File: src/rtl/ch_announce_tx.sv
// ch_announce_tx: polls the tx-buffer status word, writes a cluster-head announcement packet, then marks it ready.
// Define ANNOUNCE_CHECKSUM_EN to append an XOR checksum word (LEN becomes 5).
module ch_announce_tx #(
    parameter logic [10:0] TXBUF_BASE  = 11'h600,
    parameter logic [10:0] STATUS_ADDR = 11'h5FE,
    parameter int          MAX_POLL    = 255
) (
    input  logic        clock,
    input  logic        nrst,
    input  logic        en,
    input  logic [15:0] node_id,
    input  logic [15:0] energy,
    input  logic [7:0]  hop_count,
    input  logic        ch_flag,
    input  logic [15:0] data_in,
    output logic [10:0] address,
    output logic        wr_en,
    output logic [15:0] data_out,
    output logic        busy,
    output logic        done,
    output logic        err
);
`ifdef ANNOUNCE_CHECKSUM_EN
    localparam logic [2:0] LAST = 3'd4;
`else
    localparam logic [2:0] LAST = 3'd3;
`endif
    localparam logic [7:0] LEN = 8'(LAST) + 8'd1;
    localparam int CW = $clog2(MAX_POLL + 1);

    typedef enum logic [2:0] {IDLE, POLL, WAIT, WRITE, STATUS, DONE} state_t;

    state_t        state_q, state_d;
    logic [2:0]    idx_q, idx_d, nidx;
    logic [CW-1:0] cnt_q, cnt_d;
    logic [15:0]   nid_q, nid_d, eng_q, eng_d;
    logic [7:0]    hop_q, hop_d;
    logic          chf_q, chf_d;
    logic [10:0]   addr_d;
    logic [15:0]   dout_d;
    logic          wr_d, busy_d, done_d, err_d;
    logic [15:0]   w0, w3, word;

    assign w0   = {8'hC1, LEN};
    assign w3   = {hop_q, 7'b0, chf_q};
    // index of the word placed on the bus at the coming edge
    assign nidx = (state_q == WAIT) ? 3'd0 : idx_q + 3'd1;
`ifdef ANNOUNCE_CHECKSUM_EN
    assign word = (nidx == 3'd0) ? w0 : (nidx == 3'd1) ? nid_q : (nidx == 3'd2) ? eng_q :
                  (nidx == 3'd3) ? w3 : w0 ^ nid_q ^ eng_q ^ w3;
`else
    assign word = (nidx == 3'd0) ? w0 : (nidx == 3'd1) ? nid_q : (nidx == 3'd2) ? eng_q : w3;
`endif

    always_comb begin
        state_d = state_q;
        idx_d   = idx_q;
        cnt_d   = cnt_q;
        nid_d   = nid_q;
        eng_d   = eng_q;
        hop_d   = hop_q;
        chf_d   = chf_q;
        addr_d  = address;
        dout_d  = data_out;
        wr_d    = 1'b0;
        err_d   = err;
        case (state_q)
            IDLE: if (en) begin
                nid_d   = node_id;
                eng_d   = energy;
                hop_d   = hop_count;
                chf_d   = ch_flag;
                cnt_d   = '0;
                err_d   = 1'b0;
                addr_d  = STATUS_ADDR;
                state_d = POLL;
            end
            POLL: state_d = WAIT;
            WAIT: if (data_in == 16'h0000) begin
                state_d = WRITE;
                idx_d   = 3'd0;
                wr_d    = 1'b1;
                addr_d  = TXBUF_BASE;
                dout_d  = word;
            end else begin
                cnt_d   = cnt_q + CW'(1);
                err_d   = (cnt_d == CW'(MAX_POLL));
                state_d = err_d ? DONE : POLL;
            end
            WRITE: begin
                wr_d = 1'b1;
                if (idx_q == LAST) begin
                    state_d = STATUS;
                    addr_d  = STATUS_ADDR;
                    dout_d  = 16'h0001;
                end else begin
                    idx_d  = nidx;
                    addr_d = TXBUF_BASE + {7'b0, nidx, 1'b0};
                    dout_d = word;
                end
            end
            STATUS:  state_d = DONE;
            DONE:    state_d = IDLE;
            default: state_d = IDLE;
        endcase
        busy_d = (state_d != IDLE);
        done_d = (state_d == DONE);
    end

    always_ff @(posedge clock or negedge nrst) begin
        if (!nrst) begin
            state_q  <= IDLE;
            idx_q    <= '0;
            cnt_q    <= '0;
            nid_q    <= '0;
            eng_q    <= '0;
            hop_q    <= '0;
            chf_q    <= 1'b0;
            address  <= '0;
            data_out <= '0;
            wr_en    <= 1'b0;
            busy     <= 1'b0;
            done     <= 1'b0;
            err      <= 1'b0;
        end else begin
            state_q  <= state_d;
            idx_q    <= idx_d;
            cnt_q    <= cnt_d;
            nid_q    <= nid_d;
            eng_q    <= eng_d;
            hop_q    <= hop_d;
            chf_q    <= chf_d;
            address  <= addr_d;
            data_out <= dout_d;
            wr_en    <= wr_d;
            busy     <= busy_d;
            done     <= done_d;
            err      <= err_d;
        end
    end
endmodule
File: config.mk
export PLATFORM = sky130hd
export DESIGN_NAME = ch_announce_tx
export DESIGN_NICKNAME = d
export VERILOG_FILES = /design/src/rtl/ch_announce_tx.sv
export SDC_FILE = /design/constraint.sdc
export NUM_CORES = 1
export LEC_CHECK = 0
export CELL_PAD_IN_SITES_DETAIL_PLACEMENT = 0
export CELL_PAD_IN_SITES_GLOBAL_PLACEMENT = 2
export CORE_MARGIN = 2
export CORE_UTILIZATION = 29
export DETAILED_ROUTE_END_ITERATION = 16
export GPL_TIMING_DRIVEN = 0
export HOLD_SLACK_MARGIN = 0.02
export PLACE_DENSITY_LB_ADDON = 0.1
export SLEW_MARGIN = 10
export SYNTH_ARGS = -nofsm -noshare
export SYNTH_HDL_FRONTEND = slang
export SYNTH_SLANG_ARGS = --single-unit
export TNS_END_PERCENT = 30
File: constraint.sdc
create_clock -name clock -period 3.2 [get_ports clock]
set_input_delay 0.64 -clock clock [delete_from_list [all_inputs] [get_ports clock]]
set_output_delay 0.64 -clock clock [all_outputs]
set_load 0.05 [all_outputs]
==> run_results.csv <==
group,metric,value,unit
synth,ys_seq_area_share,55.5,%
synth,synth_edf_count,0,
synth,synth_common_cells,"nand2_1 (144), dfrtp_1 (81), o21ai_0 (28), clkbuf_1 (17), nor2_1 (15)",
drt,ant_nets,0,
run,cap_viol_max_count,0,
synth,yosys.area.top_type,"dfrtp_1",
synth,synth_top_area_share,55.5,%
clocking,htreeDepth,3,
clocking,root_buffer,"clkbuf_16",
timing,hold_viol_final,0,
clocking,ctsResizeCount,0,
timing,min_period,2.72,ns
timing,worst_pin_slew,0.806,ns
timing,finalSetupViolations,0,
worst_hold_path,min_path_type,"in2async",
clocking,postCtsHoldBufs,0,
drt,wl_per_cell,14.5,um
critical_path,worstSetupPathType,"reg2reg",
synth,ys_types,44,
synth,syn_nets,461,
critical_path,crit_fanout,10,
pwr,pwr-share-clk,20.6,%
synth,yosysWarnings,0,
place,numPortBuffers,89,
synth,synthFlopType,"dfrtp_1",
drt,vias,3003,
clocking,cts_buffers,9,
synth,synth_most_common_cell,"nand2_1",
pwr,p_sw_share,42.6,%
floorplan,ios,91,
timing,setup_tns,0,ns
drt,drc_errors,0,
drt,firstDrtPassIters,4,
place,gp_congestion,0.755,
grt,grt_pass1_vias,3084,
synth,synth.area.top_cells,"dfrtp_1 (56%), nand2_1 (15%), o21ai_0 (3.8%)",
synth,syn_area,3650,sq um
grt,grt_max_degree,59,
timing,rsz0062_at_grt,"no",
finish,diodes,0,
pwr,p_switching,0.00225,W
floorplan,die_area,13500,sq um
floorplan,core-area,12200,sq um
timing,period_share,85.1,%
clocking,cts_tree,"done",
floorplan,placementRows,40,
pwr,p_leak,2.29,nW
pwr,peakVddDrop,0.307,mV
pwr,power_frac_comb,46.5,%
clocking,clk_latency,0.33,ns
clocking,post_cts_buffers,0,
clocking,clk_pin_slew,0.06,ns
synth,synth_seq_cells,81,
pwr,internal_power,0.00303,W
timing,holdWs,0.214,ns
drt,via_per_inst,4.48,
run_status,status,"complete, no violations",
grt,gr-total-overflow,0,
synth,syn_avg_cell_area,9.19,sq um
timing,slew_violations,0,
drt,drt_iter0_drc,73,
timing,max_freq,0.367,GHz
critical_path,cp.required,3.43,ns
grt,antenna_found_initial,0,
pwr,seq_power_share,32.8,%
critical_path,worst_setup_path_end_kind,"flip-flop",
finish,area_delta_synth_final,39.4,%
finish,drive_gt1_share,6.18,%
pwr,p_per_area,1040,nW/um^2
place,post-dp-hpwl,7.19,mm
timing,fin_worst_skew,0.00882,ns
drt,wl,9.73,mm
floorplan,die_height,116,um
finish,nets,562,
synth,async_reset_ff_share,100,%
grt,grtUsageTotal,15.1,%
floorplan,start_util,30.0,%
critical_path,crit_arrival,2.95,ns
timing,slew_headroom,45.8,%
critical_path,critPathLaunchType,"flip-flop",
synth,syn_inst,397,
clocking,clock_path_buffers,2,
clocking,clock_sinks,81,
grt,grt_first_pass_wirelength,15.4,mm
floorplan,die_x,116,um
[placed cells by master, fill, tap and decap left out, types with 8 or more instances in the layout]
cell type / instances
nand2_1: 144
clkdlybuf4s50_1: 88
dfrtp_1: 81
o21ai_0: 28
clkbuf_1: 18
nor2_1: 15
nand3_1: 12
inv_1: 11
clkbuf_16: 9
a21oi_1: 8
[kinds of logic after synthesis]
family | count (synthesis) | share of synthesized area (%)
AOI/OAI and AO/OA | 69 | 12.7
xor gates and xnor gates | 4 | 0.960
adders and majority gates | 4 | 1.37
buffers and inverters | 35 | 4.18
DFF | 81 | 55.5
muxes | 9 | 2.54
other | 1 | 0.103
and+or+nand+nor | 194 | 22.6
[sequential cells by signal, indices dropped and copies added (netlist names)]
signal / cells
cnt_q: 8
idx_q: 3
address: 6
busy: 1
wr_en: 1
err: 1
state_q: 3
nid_q: 16
data_out: 16
eng_q: 16
done: 1
hop_q: 8
chf_q: 1
[per-layer routing]
layer | up-vias | track usage [%] | wire length, um
met5 | - | 0 | 0
met3 | 12 | 2.65 | 394
li1 | 1527 | - | -
met4 | 0 | 5.71 | 147
met2 | 65 | 24.7 | 4530
met1 | 1399 | 20.0 | 4650
[through the flow]
stage | total power (W) | cell area (sq um) | utilization (%) | worst slack [ns] | cells
after global placement | 0.00422 | 4750 | 39.1 | -1.60 | 654
after global routing | 0.00567 | 5090 | 41.8 | 0.245 | 670
after floorplan | 0.00340 | 3650 | - | 0.931 | 397
final | 0.00528 | 5090 | 41.8 | 0.476 | 670
after detailed placement | 0.00425 | 4780 | 39.3 | 0.289 | 655
after CTS | 0.00536 | 5090 | 41.8 | 0.402 | 670
[area by class of cell]
cell class	count	area [sq um]
buffer	24	111
sequential	81	2030
timing repair buffer	90	916
clock buffer	10	229
clock inverter	5	81.3
tap	168	210
multi-input combinational	281	1470
fill	1230	7080
inverter	11	41.3
[power groups by stage]
stage,combinational [W],sequential [W],clock (W)
after floorplan,0.00126,0.00214,0
after global placement,0.00247,0.00175,0
after detailed placement,0.00249,0.00176,0
after CTS,0.00250,0.00174,0.00111
after global routing,0.00271,0.00179,0.00116
final,0.00246,0.00173,0.00109
[worst max-delay path: stages, from the launching register on]
cell	delay, ns
dfrtp_1	0.38
ha_1	0.20
ha_1	0.41
nand2_1	0.20
nor3b_1	0.50
buf_2	0.38
mux2i_1	0.23
o21ai_0	0.09
a22o_1	0.21
[worst paths after layout]
check / start / endpoint / slack (ns) / cells past startpoint
setup / recovery: idx_q[0] / data_out[11] / 0.48 / 8
hold / removal: nrst / cnt_q[3] / 0.21 / 1
setup reg to reg: idx_q[0] / data_out[11] / 0.48 / 8
hold reg to reg: hop_q[5] / hop_q[5] / 0.48 / 2
max in group asynchronous: nrst / state_q[1] / 2.38 / 2
min in group clock: hop_q[5] / hop_q[5] / 0.48 / 2
(Power assumes the default switching activity.)
